File: src/rtl/multicycle_sequencer.sv
// Multi-cycle control FSM for an RV32I subset datapath (R, I-ALU, lw, sw, beq)
// sharing a single memory port for instruction fetch and data access.
module multicycle_sequencer #(
    parameter int MEM_TIMEOUT = 16,
    parameter int RET_W       = 32
) (
    input  logic             clk,
    input  logic             rst,
    input  logic [31:0]      instruction,
    input  logic             zero,
    input  logic             mem_ready,
    output logic             mem_req,
    output logic             mem_we,
    output logic             iord,
    output logic             ir_write,
    output logic             pc_write,
    output logic             pc_src,
    output logic             alu_src_b,
    output logic [3:0]       alu_ctr,
    output logic             reg_write,
    output logic             mem_to_reg,
    output logic [2:0]       state,
    output logic [RET_W-1:0] retired,
    output logic             error
);

    typedef enum logic [2:0] {
        S_FETCH  = 3'd0,
        S_DECODE = 3'd1,
        S_EXEC   = 3'd2,
        S_MEM    = 3'd3,
        S_WB     = 3'd4,
        S_ERROR  = 3'd7
    } state_t;

    typedef enum logic [2:0] {
        C_NONE, C_R, C_I, C_LOAD, C_STORE, C_BRANCH
    } cls_t;

    localparam logic [3:0] ALU_ADD = 4'b0000;
    localparam logic [3:0] ALU_SUB = 4'b0001;
    localparam logic [3:0] ALU_AND = 4'b0010;
    localparam logic [3:0] ALU_OR  = 4'b0011;
    localparam logic [3:0] ALU_XOR = 4'b0100;
    localparam logic [3:0] ALU_SLL = 4'b0110;

    localparam int            TW      = (MEM_TIMEOUT > 1) ? $clog2(MEM_TIMEOUT) : 1;
    localparam logic [TW-1:0] T_LIMIT = TW'(MEM_TIMEOUT - 1);

    state_t        state_q, state_d;
    cls_t          cls_q, cls_dec;
    logic [TW-1:0] tcnt_q;
    logic          retire;
    logic [3:0]    r_ctr, i_ctr;

    // Only opcode, funct3 and bit 30 steer control; the rest is datapath-only.
    logic unused_instr_bits;
    assign unused_instr_bits = ^{instruction[31], instruction[29:15], instruction[11:7]};

    assign state = state_q;
    assign error = (state_q == S_ERROR);

    // Opcode to instruction class; anything outside the subset is NONE.
    always_comb begin
        cls_dec = C_NONE;
        case (instruction[6:0])
            7'b0110011: cls_dec = C_R;
            7'b0010011: cls_dec = C_I;
            7'b0000011: cls_dec = C_LOAD;
            7'b0100011: cls_dec = C_STORE;
            7'b1100011: cls_dec = C_BRANCH;
            default:    cls_dec = C_NONE;
        endcase
    end

    // ALU operation for R-type and I-type ALU instructions.
    always_comb begin
        r_ctr = ALU_ADD;
        case ({instruction[30], instruction[14:12]})
            4'b0000: r_ctr = ALU_ADD;
            4'b1000: r_ctr = ALU_SUB;
            4'b0111: r_ctr = ALU_AND;
            4'b0110: r_ctr = ALU_OR;
            4'b0100: r_ctr = ALU_XOR;
            4'b0001: r_ctr = ALU_SLL;
            default: r_ctr = ALU_ADD;
        endcase
        i_ctr = ALU_ADD;
        case (instruction[14:12])
            3'b100:  i_ctr = ALU_XOR;
            3'b110:  i_ctr = ALU_OR;
            3'b111:  i_ctr = ALU_AND;
            default: i_ctr = ALU_ADD;
        endcase
    end

    // State, class, timeout counter and retire counter registers.
    always_ff @(posedge clk) begin
        if (rst) begin
            state_q <= S_FETCH;
            cls_q   <= C_NONE;
            tcnt_q  <= '0;
            retired <= '0;
        end else begin
            state_q <= state_d;
            if (state_q == S_DECODE)
                cls_q <= cls_dec;
            // Every entry into FETCH or MEM is a state change, so clearing on
            // any transition restarts the wait budget for each new access.
            if (state_d != state_q)
                tcnt_q <= '0;
            else if (mem_req && !mem_ready)
                tcnt_q <= tcnt_q + TW'(1);
            if (retire)
                retired <= retired + RET_W'(1);
        end
    end

    // Next-state and control outputs; everything held at 0 while in reset.
    always_comb begin
        state_d    = state_q;
        mem_req    = 1'b0;
        mem_we     = 1'b0;
        iord       = 1'b0;
        ir_write   = 1'b0;
        pc_write   = 1'b0;
        pc_src     = 1'b0;
        alu_src_b  = 1'b0;
        alu_ctr    = ALU_ADD;
        reg_write  = 1'b0;
        mem_to_reg = 1'b0;
        retire     = 1'b0;
        if (!rst) begin
            case (state_q)
                S_FETCH: begin
                    mem_req = 1'b1;
                    if (mem_ready) begin
                        ir_write = 1'b1;
                        pc_write = 1'b1;
                        state_d  = S_DECODE;
                    end else if (tcnt_q == T_LIMIT) begin
                        state_d = S_ERROR;
                    end
                end
                S_DECODE: state_d = (cls_dec == C_NONE) ? S_ERROR : S_EXEC;
                S_EXEC: begin
                    case (cls_q)
                        C_R: begin
                            alu_ctr = r_ctr;
                            state_d = S_WB;
                        end
                        C_I: begin
                            alu_src_b = 1'b1;
                            alu_ctr   = i_ctr;
                            state_d   = S_WB;
                        end
                        C_LOAD, C_STORE: begin
                            alu_src_b = 1'b1;
                            state_d   = S_MEM;
                        end
                        C_BRANCH: begin
                            alu_ctr  = ALU_SUB;
                            pc_write = zero;
                            pc_src   = 1'b1;
                            retire   = 1'b1;
                            state_d  = S_FETCH;
                        end
                        default: state_d = S_ERROR;
                    endcase
                end
                S_MEM: begin
                    mem_req = 1'b1;
                    iord    = 1'b1;
                    mem_we  = (cls_q == C_STORE);
                    if (mem_ready) begin
                        if (cls_q == C_LOAD) begin
                            state_d = S_WB;
                        end else begin
                            retire  = 1'b1;
                            state_d = S_FETCH;
                        end
                    end else if (tcnt_q == T_LIMIT) begin
                        state_d = S_ERROR;
                    end
                end
                S_WB: begin
                    reg_write  = 1'b1;
                    mem_to_reg = (cls_q == C_LOAD);
                    retire     = 1'b1;
                    state_d    = S_FETCH;
                end
                S_ERROR: state_d = S_ERROR;
                default: state_d = S_ERROR;
            endcase
        end
    end

endmodule
File: config.mk
export PLATFORM = sky130hd
export DESIGN_NAME = multicycle_sequencer
export DESIGN_NICKNAME = d
export VERILOG_FILES = /design/src/rtl/multicycle_sequencer.sv
export SDC_FILE = /design/constraint.sdc
export NUM_CORES = 1
export LEC_CHECK = 0
export ABC_AREA = 1
export CAP_MARGIN = 20
export CORE_AREA = 2 2 77 79
export DETAILED_ROUTE_END_ITERATION = 10
export DIE_AREA = 0 0 79 81
export PLACE_DENSITY = 0.85
export SLEW_MARGIN = 20
export SYNTH_ARGS = -nofsm -noshare
export SYNTH_HDL_FRONTEND = slang
export SYNTH_SLANG_ARGS = --single-unit
File: constraint.sdc
create_clock -name clk -period 2.7 [get_ports clk]
set_input_delay 0.54 -clock clk [delete_from_list [all_inputs] [get_ports clk]]
set_output_delay 0.54 -clock clk [all_outputs]
set_load 0.05 [all_outputs]
==> flow_metrics.env, run 1 <==
export IMPL_die_h_um=81
export IMPL_num_io_pins=85
export IMPL_peakVddDrop_v=0.000537
export IMPL_dieArea_um2=6400
export IMPL_grt_pass1_vias=2979
export IMPL_grt_overflow_total=0
export IMPL_yosys_warnings=0
export IMPL_start_kind="input port"
export IMPL_status="finished clean"
export IMPL_finalSetupViolCount=0
export IMPL_tightest_slew_ns=0.558
export IMPL_postSynthCellCount=463
export IMPL_dpl_instance_area_um2=3550
export IMPL_power_density_nw_per_um2=490
export IMPL_grt_pass1_wl_um=13000
export IMPL_synth_seq_cells=42
export IMPL_relSlewSlack_pct=62.5
export IMPL_portBuffers=62
export IMPL_hold_path_class="register to register"
export IMPL_clock_sinks=42
export IMPL_coreArea_um2=5680
export IMPL_cts_resized=0
export IMPL_wirelength_um=7650
export IMPL_place_gp_congestion=0.924
export IMPL_multiInputGateArea_um2=1680
export IMPL_ff_latch_area_um2=841
export IMPL_synth_area_top_cells="dfxtp_1 30%, nand2_1 21%, nor2_1 7.3%, inv_1 6.5%, a21oi_1 6.0%"
export IMPL_finalInstanceArea_um2=3640
export IMPL_drt_iter0_markers=234
export IMPL_finalCriticalPeriod_ns=2.52
export IMPL_crit_required_ns=2.16
export IMPL_cts_root_buf="clkbuf_8"
export IMPL_hpwl_um=5930
export IMPL_area_growth_syn_to_layout_pct=31.3
export IMPL_dp_cells=593
export IMPL_skew_ns=0.00902
export IMPL_dr_pass1_iters=7
export IMPL_syn_area_um2=2770
export IMPL_clk_pin_slew_ns=0.08
export IMPL_path_class="input port to output pin"
export IMPL_slew_viol_final=0
export IMPL_fmax_mhz=397
export IMPL_htree_levels=2
export IMPL_antenna_cells=0
export IMPL_postRouteAntennaNets=0
export IMPL_finalCritPeriodShare_pct=93.3
export IMPL_total_power_mw=1.78
export IMPL_vias_per_cell=5.22
export IMPL_tns_ns=0
export IMPL_synth_top_area_share_pct=30.4
export IMPL_grt_start_max_net_pins=31
export IMPL_cts_tree="done"
export IMPL_wl_per_cell_um=12.7
export IMPL_start_util_pct=48.8
export IMPL_synth_avg_cell_area_um2=5.98
export IMPL_end_kind="output pin"
export IMPL_ys_types=31
export IMPL_num_fill_cells=555
export IMPL_clk_latency_ns=0.30
export IMPL_hold_violations=0
export IMPL_syn_nets=501
export IMPL_clock_tree_buffer_depth=2
export IMPL_die_w_um=79
export IMPL_finalNetCount=563
export IMPL_cts_made_buffers=5
export IMPL_vias=3135
export IMPL_p_leak_nw=1.39
export IMPL_cp_data_arrival_time_ns=1.98
export IMPL_maxCapViolCount=0
export IMPL_drc=0
export IMPL_final_instance_count_excl_fill=601
export IMPL_grt_use_total_pct=25.2
export IMPL_crit_path_max_fanout=11
export IMPL_antenna_found_initial=0
export IMPL_final_layout_size_suffix_gt1_share_pct=6.46
export IMPL_yosysSeqAreaShare_pct=30.4
export IMPL_rsz0062_at_grt="no"
export IMPL_row_count=28
export IMPL_hold_buffers=0
export IMPL_yosys_area_top_type="dfxtp_1"
export IMPL_cts_setup_buffers=0
[where the power goes]
part / internal, mW / switching [mW]
Sequential: 0.646 / 0.0387
Clock: 0.207 / 0.222
Combinational: 0.219 / 0.451
Total: 1.07 / 0.712
[critical path: stages]
cell	delay, ns
clkdlybuf4s50_1	0.62
inv_1	0.32
nand2_1	0.16
nor2_1	0.13
buf_4	0.21
[cell usage in the layout, fill, tap and decap left out, drive strengths merged, types with 8 or more instances in the layout]
master and count:
nand2 156, nor2 59, clkdlybuf4s50 50, inv 50, dfxtp 42, a21oi 33
nand3 30, nor3 23, buf 16, nand4 10, o21ai 9, nand3b 8
[area by class of cell]
| cell class | instances | area share (%) |
|---|---|---|
| Multi-Input combinational cell | 360 | 46.1 |
| Sequential cell | 42 | 23.1 |
| Timing Repair Buffer | 66 | 20.5 |
| Inverter | 50 | 5.16 |
| Tap cell | 75 | 2.58 |
| Clock buffer | 7 | 2.37 |
| Clock inverter | 1 | 0.138 |
[logic make-up (layout without fill, tap and decap cells)]
kind of cell / after synthesis / after routing / synth area share (%)
other: 1 / 1 / 0.135
and+or+nand+nor: 298 / 298 / 46.8
AOI/OAI and AO/OA: 50 / 50 / 9.71
adders and majority gates: 2 / 2 / 0.903
DFF: 42 / 42 / 30.4
xor gates and xnor gates: 9 / 9 / 2.85
buffers and inverters: 61 / 124 / 9.26
[stage by stage]
| stage | setup WS (ns) | utilization (%) | hold slack (ns) |
|---|---|---|---|
| floorplan | 0.0798 | - | 0.472 |
| global placement | 0.174 | 62.5 | 0.477 |
| detailed placement | 0.127 | 62.5 | 0.492 |
| CTS | 0.203 | 64.1 | 0.506 |
| global route | 0.120 | 64.1 | 0.537 |
| finish | 0.180 | 64.1 | 0.504 |
[worst paths after layout]
check	slack (ns)	start	end	cells after the start
worst max-delay path	0.18	rst	mem_to_reg	5
worst min-delay path	0.50	retired[1]$_SDFFE_PP0P_	retired[1]$_SDFFE_PP0P_	2
worst max register to register	0.74	retired[0]$_SDFFE_PP0P_	retired[14]$_SDFFE_PP0P_	10
worst min register to register	0.50	retired[1]$_SDFFE_PP0P_	retired[1]$_SDFFE_PP0P_	2
[flip-flops by register name (all words and copies together) (netlist names)]
| name | count |
|---|---|
| tcnt_q | 4 |
| cls_q | 3 |
| retired | 32 |
| state | 3 |
[synthesized netlist by cell type, drive strengths merged]
master  number
a311oi       1
nor3b        3
and3         5
nand3       30
nor2        59
nand2      156
clkbuf       5
buf          6
inv         50
xor2         7
o21bai       2
dfxtp       42
xnor2        2
a31oi        2
nand3b       8
conb         1
o31ai        1
nor4         2
nand4       10
ha           2
a21oi       33
o21ai        9
nor3        23
or2          2
o21a         2
[routing by layer]
metal	up-vias	part of all wire [%]	global-route usage (%)
met4	0	1.9	9.14
met2	107	50	46.4
met5	-	0	0
met3	13	6.6	5.11
met1	1396	42	28.7
li1	1619	-	-
Note: power is estimated with default switching activity, not from simulation.
==> run 2, diff against run 1 <==
--- a/config.mk
+++ b/config.mk
@@ -7,10 +7,11 @@
 export LEC_CHECK = 0
 export ABC_AREA = 1
 export CAP_MARGIN = 20
-export CORE_AREA = 2 2 77 79
+export CORE_AREA = 2 2 67 69
 export DETAILED_ROUTE_END_ITERATION = 10
-export DIE_AREA = 0 0 79 81
-export PLACE_DENSITY = 0.85
+export DIE_AREA = 0 0 69 71
+export DONT_BUFFER_PORTS = 1
+export PLACE_DENSITY = 0.83
 export SLEW_MARGIN = 20
 export SYNTH_ARGS = -nofsm -noshare
 export SYNTH_HDL_FRONTEND = slang
==> run 2 against run 1 <==
Effect of this change:
- fmax is 12% higher
- routed wire length is 6.6% lower
- die area is 23% lower
- setup slack better by 0.26 ns
- flip-flop and latch count stayed put
- clock-buffer cell count is 2 lower
- largest cell class unchanged
- cell count is 8.0% lower
==> flow_metrics.env, run 2 (synthesized netlist as in run 1, its figures left out) <==
export IMPL_status="finished clean"
export IMPL_final_layout_size_suffix_gt1_share_pct=12.0
export IMPL_critical_path_startpoint="state[0]$_SDFF_PP0_"
export IMPL_drc=0
export IMPL_hold_slack_ns=0.311
export IMPL_path_delay_family="buffers and inverters"
export IMPL_cts_root_buf="clkbuf_8"
export IMPL_pwr_share_clk_pct=27.9
export IMPL_cp_data_arrival_time_ns=1.72
export IMPL_dieArea_um2=4900
export IMPL_num_io_pins=85
export IMPL_reg2reg_from="state[0]$_SDFF_PP0_"
export IMPL_finalCriticalPeriod_ns=2.26
export IMPL_start_kind="register"
export IMPL_regMostFlops="retired"
export IMPL_dp_cells=545
export IMPL_vias=3124
export IMPL_die_w_um=69
export IMPL_start_util_pct=65.9
export IMPL_layout_commonest_cell="nand2_1"
export IMPL_mostFrequentLayoutCells="156 x nand2_1, 54 x nor2_1, 48 x inv_1, 42 x dfxtp_1, 41 x buf_4"
export IMPL_maxCapViolCount=0
export IMPL_cts_resized=0
export IMPL_grt_overflow_total=0
export IMPL_drt_iter0_markers=241
export IMPL_min_path_cells=1
export IMPL_critPathBufInv=3
export IMPL_cts_tree="done"
export IMPL_crit_path_max_fanout=4
export IMPL_vias_per_cell=5.65
export IMPL_hold_buffers=0
export IMPL_grt_start_max_net_pins=41
export IMPL_finalSetupViolCount=0
export IMPL_min_from="rst"
export IMPL_dr_pass1_iters=5
export IMPL_p_comb_share_pct=34.1
export IMPL_clk_pin_slew_ns=0.08
export IMPL_fmax_mhz=443
export IMPL_grt_pass1_vias=2743
export IMPL_area_growth_syn_to_layout_pct=15.1
export IMPL_r2r_cells=9
export IMPL_p_leak_nw=1.33
export IMPL_hold_path_class="input port to register"
export IMPL_tns_ns=0
export IMPL_critPathSlowestCell="inv_1"
export IMPL_rsz0062_at_grt="no"
export IMPL_grt_pass1_wl_um=12100
export IMPL_power_density_nw_per_um2=554
export IMPL_postRouteAntennaNets=0
export IMPL_path_depth=6
export IMPL_relSlewSlack_pct=57.8
export IMPL_reg_largest_list="retired: 32 flops, tcnt_q: 4 flops"
export IMPL_cts_setup_buffers=0
export IMPL_coreArea_um2=4200
export IMPL_tightest_slew_ns=0.632
export IMPL_skew_ns=0.00384
export IMPL_slew_viol_final=0
export IMPL_place_gp_congestion=0.895
export IMPL_clock_sinks=42
export IMPL_cpPeakStageDelay_ns=0.36
export IMPL_htree_levels=2
export IMPL_hpwl_um=5370
export IMPL_wl_per_cell_um=12.9
export IMPL_portBuffers=0
export IMPL_power_internal_mw=1.08
export IMPL_path_class="register to output pin"
export IMPL_largest_reg_flops=32
export IMPL_clock_tree_buffer_depth=2
export IMPL_clk_latency_ns=0.30
export IMPL_antenna_cells=0
export IMPL_final_instance_count_excl_fill=553
export IMPL_cts_made_buffers=5
export IMPL_peakVddDrop_v=0.000366
export IMPL_die_h_um=71
export IMPL_finalCritPeriodShare_pct=83.7
export IMPL_switching_share_pct=39.1
export IMPL_grt_use_total_pct=29.5
export IMPL_crit_required_ns=2.16
export IMPL_finalNetCount=538
export IMPL_num_fill_cells=365
export IMPL_path_cells="buf_4 > nor2_1 > inv_1 > nor2_1 > nand2_1 > inv_1"
export IMPL_total_power_mw=1.77
export IMPL_wirelength_um=7140
export IMPL_antenna_found_initial=0
export IMPL_row_count=24
export IMPL_seqPwrFrac_pct=37.9
export IMPL_p_sw_mw=0.690
export IMPL_end_kind="output pin"
export IMPL_hold_violations=0
run 2: cell count changes in the layout (fill, tap and decap cells not counted), sizes merged:
cell,before,now
clkbuf,7,5
clkinv,1,2
clkdlybuf4s50,50,0
buf,16,41
bufinv,0,1
run 2: per-stage QoR:
stage,util [%],setup slack (ns),area (um2)
6_report,75.9,0.441,3190
5_1_grt,75.9,0.301,3190
4_1_cts,75.9,0.454,3190
3_5_place_dp,73.3,0.621,3080
3_3_place_gp,73.3,0.661,3080
2_1_floorplan,-,0.0798,2780
run 2: power by group through the flow:
stage | sequential (mW) | combinational [mW] | clock [mW]
after CTS | 0.670 | 0.598 | 0.498
final | 0.671 | 0.603 | 0.493
after detailed placement | 0.684 | 0.596 | 0
after global placement | 0.684 | 0.582 | 0
after global routing | 0.674 | 0.661 | 0.523
after floorplan | 0.763 | 0.402 | 0
run 2: cell type report:
class,instances,area (um2),share of cell area (%)
Clock buffer,5,68.8,2.16
Sequential cell,42,841,26.4
Multi-Input combinational cell,360,1680,52.6
Inverter,50,188,5.88
Timing Repair Buffer,41,308,9.65
Clock inverter,3,40.0,1.26
Tap cell,52,65.1,2.04
run 2: layer usage:
layer | up-vias | routed length [um] | part of all wire (%) | GRT usage (%)
met5 | - | 0 | 0 | 0
met4 | 0 | 116 | 1.6 | 8.93
met3 | 15 | 508 | 7.1 | 6.84
met2 | 119 | 3410 | 48 | 49.7
met1 | 1426 | 3100 | 43 | 37.9
li1 | 1564 | - | - | -
run 2: path summary, 6_finish.rpt:
check,end,slack [ns]
max,reg_write,0.44
min,retired[23]$_SDFFE_PP0P_,0.31
max reg2reg,retired[4]$_SDFFE_PP0P_,0.59
min reg2reg,cls_q[2]$_SDFFE_PP0P_,0.50
